### config.mk
export PLATFORM = sky130hd
export DESIGN_NAME = uart_tx_arbiter
export DESIGN_NICKNAME = d
export VERILOG_FILES = /design/src/rtl/uart_tx_arbiter.sv
export SDC_FILE = /design/constraint.sdc
export NUM_CORES = 1
export LEC_CHECK = 0
export ABC_AREA = 1
export BUFFER_PORTS_ARGS = -buffer_cell sky130_fd_sc_hd__buf_2
export CORE_ASPECT_RATIO = 1.4
export CORE_UTILIZATION = 45
export DETAILED_ROUTE_END_ITERATION = 8
export PLACE_DENSITY = 0.84
export SYNTH_ARGS = -nofsm -noshare
export SYNTH_HDL_FRONTEND = slang
export SYNTH_SLANG_ARGS = --single-unit
### constraint.sdc
create_clock -name clk -period 1.6 [get_ports clk]
set_input_delay 0.32 -clock clk [delete_from_list [all_inputs] [get_ports clk]]
set_output_delay 0.32 -clock clk [all_outputs]
set_load 0.02 [all_outputs]
### src/rtl/uart_tx_arbiter.sv
// Round-robin arbiter sharing one UART TX byte path between NUM_REQ
// valid/ready byte streams. A grant is held for a whole burst and ends on
// req_last, after MAX_BURST beats, or after IDLE_TIMEOUT cycles with no data
// from the grant holder. There is always one IDLE cycle between bursts.
module uart_tx_arbiter #(
  parameter int NUM_REQ      = 2,
  parameter int DATA_W       = 8,
  parameter int MAX_BURST    = 16,
  parameter int IDLE_TIMEOUT = 255
) (
  input  logic                       clk,
  input  logic                       rst_n,
  input  logic [NUM_REQ-1:0]         req_valid_i,
  input  logic [NUM_REQ*DATA_W-1:0]  req_data_i,
  input  logic [NUM_REQ-1:0]         req_last_i,
  output logic [NUM_REQ-1:0]         req_ready_o,
  output logic [DATA_W-1:0]          tx_data_o,
  output logic                       tx_valid_o,
  input  logic                       tx_ready_i,
  output logic [$clog2(NUM_REQ)-1:0] grant_id_o,
  output logic                       busy_o,
  output logic                       burst_cut_o
);

  localparam int GW = $clog2(NUM_REQ);
  localparam int BW = $clog2(MAX_BURST + 1);
  localparam int IW = $clog2(IDLE_TIMEOUT + 1);

  localparam logic [GW-1:0] RR_INIT   = GW'(NUM_REQ - 1);
  localparam logic [BW-1:0] BEAT_MAX  = BW'(MAX_BURST);
  localparam logic [IW-1:0] IDLE_MAX  = IW'(IDLE_TIMEOUT);

  typedef enum logic {
    S_IDLE   = 1'b0,
    S_STREAM = 1'b1
  } state_e;

  state_e        state_q, state_d;
  logic [GW-1:0] rr_ptr_q, rr_ptr_d;
  logic [GW-1:0] grant_q, grant_d;
  logic [BW-1:0] beat_cnt_q, beat_cnt_d;
  logic [IW-1:0] idle_cnt_q, idle_cnt_d;
  logic          burst_cut_q, burst_cut_d;

  logic          pick_valid;
  logic [GW-1:0] pick_idx;
  logic [GW-1:0] cand;
  logic          xfer;
  logic          holder_valid;

  // Round-robin pick: first valid requester after rr_ptr, wrapping.
  always_comb begin
    // NOTE: every variable driven here gets a default first, so no path can
    // leave it unassigned and infer a latch.
    pick_valid = 1'b0;
    pick_idx   = '0;
    cand       = '0;
    // Walk from the farthest candidate to the nearest so the nearest wins.
    for (int i = NUM_REQ; i >= 1; i--) begin
      cand = GW'((int'(rr_ptr_q) + i) % NUM_REQ);
      if (req_valid_i[cand]) begin
        pick_valid = 1'b1;
        pick_idx   = cand;
      end
    end
  end

  // Next-state, counters and the combinational TX/ready datapath.
  always_comb begin
    state_d      = state_q;
    rr_ptr_d     = rr_ptr_q;
    grant_d      = grant_q;
    beat_cnt_d   = beat_cnt_q;
    idle_cnt_d   = idle_cnt_q;
    burst_cut_d  = 1'b0;
    tx_valid_o   = 1'b0;
    tx_data_o    = '0;
    req_ready_o  = '0;
    xfer         = 1'b0;
    holder_valid = 1'b0;

    unique case (state_q)
      S_IDLE: begin
        // Grant is registered here; data starts flowing next cycle.
        if (pick_valid) begin
          grant_d    = pick_idx;
          beat_cnt_d = '0;
          idle_cnt_d = '0;
          state_d    = S_STREAM;
        end
      end

      S_STREAM: begin
        holder_valid         = req_valid_i[grant_q];
        tx_valid_o           = holder_valid;
        tx_data_o            = req_data_i[grant_q*DATA_W +: DATA_W];
        req_ready_o[grant_q] = tx_ready_i;
        xfer                 = holder_valid & tx_ready_i;

        if (xfer) begin
          beat_cnt_d = beat_cnt_q + 1'b1;
        end
        idle_cnt_d = holder_valid ? '0 : idle_cnt_q + 1'b1;

        // Release priority: req_last beats a full burst beats a timeout,
        // and only the forced releases raise burst_cut.
        if (xfer && req_last_i[grant_q]) begin
          state_d = S_IDLE;
        end else if (xfer && (beat_cnt_d == BEAT_MAX)) begin
          state_d     = S_IDLE;
          burst_cut_d = 1'b1;
        end else if (idle_cnt_d == IDLE_MAX) begin
          state_d     = S_IDLE;
          burst_cut_d = 1'b1;
        end

        if (state_d == S_IDLE) begin
          rr_ptr_d   = grant_q;
          beat_cnt_d = '0;
          idle_cnt_d = '0;
        end
      end

      default: state_d = S_IDLE;
    endcase
  end

  // State register; reset abandons any byte in flight and returns to IDLE.
  always_ff @(posedge clk or negedge rst_n) begin
    if (!rst_n) begin
      state_q     <= S_IDLE;
      rr_ptr_q    <= RR_INIT;
      grant_q     <= '0;
      beat_cnt_q  <= '0;
      idle_cnt_q  <= '0;
      burst_cut_q <= 1'b0;
    end else begin
      // NOTE: sequential state uses non-blocking assignments so every
      // register samples the pre-edge values of its peers.
      state_q     <= state_d;
      rr_ptr_q    <= rr_ptr_d;
      grant_q     <= grant_d;
      beat_cnt_q  <= beat_cnt_d;
      idle_cnt_q  <= idle_cnt_d;
      burst_cut_q <= burst_cut_d;
    end
  end

  assign grant_id_o  = grant_q;
  assign busy_o      = (state_q == S_STREAM);
  assign burst_cut_o = burst_cut_q;

endmodule

==> metrics.yaml <==
status: "complete, but fails checks"
failed_checks: "setup timing"
clk-insertion-delay-late_ns: 0.31
io_pins: 37
grt_usage_pct: 27.3
grt_max_degree: 24
overflow: 0
cts_max_level: 1
slew_headroom_pct: 72.3
ys_ff_latch: 17
fin_skew_ns: 0.00179
cp_slowest_cell: "dfrtp_2"
avgViaCountPerCell: 5.47
yosys_warnings: 0
grt_pass1_wl_um: 6110
rsz0062_at_grt: "yes"
setup_viol: 20
post-route-period-util_pct: 103
crit_family: "simple AND/OR/NAND/NOR gates"
start_util_pct: 48.5
portBuffers: 36
hold_viol_final: 0
synth_area_sq_um: 1290
dieArea_sq_um: 3100
cts_buffers: 3
antenna_left: 0
fin_crit_ns: 1.65
path_buf_inv: 1
required_ns: 1.85
total_power_mw: 2.81
slowest_delay_ns: 0.49
syn_nets: 221
nets: 276
finish.utilization_pct: 71.6
wl_um: 4110
crit_chain: "inv_4 > nand2_2 > nand2_4 > nand3_1 > nand2_1 > nand2_2 > nand3_4 > nand2_4 > nor2_4 > nand3_2 > nand2_1"
yosysSeqAreaShare_pct: 33.0
syn_inst: 196
antenna_found_initial: 0
clock_path_buffers: 2
grt_pass1_vias: 1494
power.leakage_nw: 0.946
worstHoldPathType: "input pin to flip-flop"
path_class: "flip-flop to flip-flop"
critPathArrivalTime_ns: 1.90
worstMarginPinSlew_ns: 0.415
maxSlewViolCount: 0
die_x_um: 47.3
gp_congestion: 0.853
drtPass1Iterations: 4
fp.coreArea_sq_um: 2670
drt_iter0_markers: 40
cts_root_buffer: "clkbuf_4"
path_clk_slew_ns: 0.11
area_growth_pct: 47.7
power_density_nw_per_um2: 1470
setup.worst_path.end_class: "flip-flop"
cp_max_fo: 6
diodes: 0
synth.distinct_cells: 23
die_h_um: 65.4
wl_per_cell_um: 14.4
dp_hpwl_um: 2400
vias: 1564
clock-sinks: 17
row_count: 22
setup_slack_ns: -0.0499
ir_drop_mv: 1.24
drc: 0
synth_area_per_cell_sq_um: 6.60
fmax_ghz: 0.606
cts_tree: "yes"
timing.max_cap.violations: 0
drive_gt1_share_pct: 46.4
start_kind: "flip-flop"
==> cell families (layout without fill, tap and decap cells) <==
logic type	after synthesis	after routing	synth area share, %
simple gates	129	130	48.2
compound gates	22	22	9.28
flops	17	17	33.0
fa+ha+maj	2	2	1.93
buf+inv	26	79	7.64
==> through the flow <==
stage / TNS [ns] / hold slack, ns / worst slack [ns] / std cells / area, sq um
after global routing: -2.08 / 0.302 / -0.134 / 286 / 1910
after detailed placement: -0.0213 / 0.269 / -0.0139 / 273 / 1580
after global placement: 0 / 0.261 / 0.0455 / 273 / 1580
after floorplan: 0 / 0.0244 / 0.0530 / 196 / 1300
after CTS: -0.0461 / 0.293 / -0.00926 / 281 / 1710
final: -0.461 / 0.294 / -0.0499 / 286 / 1910
==> per-layer routing <==
| layer | track usage, % | share of wire, % |
|---|---|---|
| met1 | 30.5 | 38 |
| met2 | 47.3 | 52 |
| met3 | 2.20 | 5.8 |
| met4 | 16.1 | 3.6 |
| met5 | 0 | 0 |
==> synthesized netlist by cell type, drive strengths merged <==
cell type / instances / area share, %
nor3: 2 / 0.77
o22ai: 6 / 2.9
a21oi: 3 / 1.2
o21bai: 1 / 0.58
nor2: 34 / 12
inv: 22 / 6.4
o21ai: 12 / 4.6
buf: 1 / 0.39
dfrtp: 16 / 31
nand4: 5 / 2.4
nand3: 23 / 11
nand2: 65 / 22
clkbuf: 3 / 0.87
dfstp: 1 / 2.0
ha: 2 / 1.9
==> sequential cells by signal (all words and copies together), names as in the netlist <==
name,count
idle_cnt_q,8
beat_cnt_q,5
burst_cut_o,1
busy_o,1
grant_id_o,1
rr_ptr_q,1
==> timing repair <==
item | 4_1_cts | 5_1_grt
resized for setup | 30 | 48
setup endpoints to repair | 19 | 27
hold buffers | 1 | 0
pin swaps | 11 | 21
setup buffers | 1 | 5
cloned | 2 | 0
hold endpoints to repair | 16 | 0
==> path summary, 6_finish.rpt <==
kind	end	slack [ns]	depth (start not counted)	startpoint
setup reg to reg	idle_cnt_q[1]	-0.05	11	grant_id_o
min in group asynchronous	idle_cnt_q[5]	0.46	2	rst_n
hold / removal	grant_id_o	0.29	3	req_valid_i[1]
setup / recovery	idle_cnt_q[1]	-0.05	11	grant_id_o
hold reg to reg	rr_ptr_q	0.48	2	rr_ptr_q
max in group asynchronous	rr_ptr_q	0.81	2	rst_n
==> cells in the final DEF, fill, tap and decap left out, drive strengths merged <==
cell type | Yosys | layout
nor3 | 2 | 2
o22ai | 6 | 6
nor2 | 34 | 34
dlygate4sd3 | 0 | 1
dfrtp | 16 | 16
ha | 2 | 2
buf | 1 | 52
o21bai | 1 | 1
nand4 | 5 | 5
inv | 22 | 22
clkbuf | 3 | 4
a21oi | 3 | 3
dfstp | 1 | 1
nand3 | 23 | 24
o21ai | 12 | 12
nand2 | 65 | 65
==> worst reg2reg max path: cells and delay by family, from the launching register on <==
kind | cells | cell delay [ns]
and+or+nand+nor | 10 | 1.01
DFF | 1 | 0.49
buffers and inverters | 1 | 0.11
==> power by group <==
part,internal [mW],switching (mW),leakage (nW)
sequential,0.539,0.123,0.220
combinational,0.776,1.11,0.710
clock,0.0974,0.158,0.0150
==> layout make-up <==
type                            instances  area [sq um]
Clock buffer                            4          26.3
Fill cell                             211           759
Inverter                               22          85.1
Multi-Input combinational cell        154           955
Sequential cell                        17           429
Tap cell                               36          45.0
Timing Repair Buffer                   53           370
(Power assumes the default switching activity.)
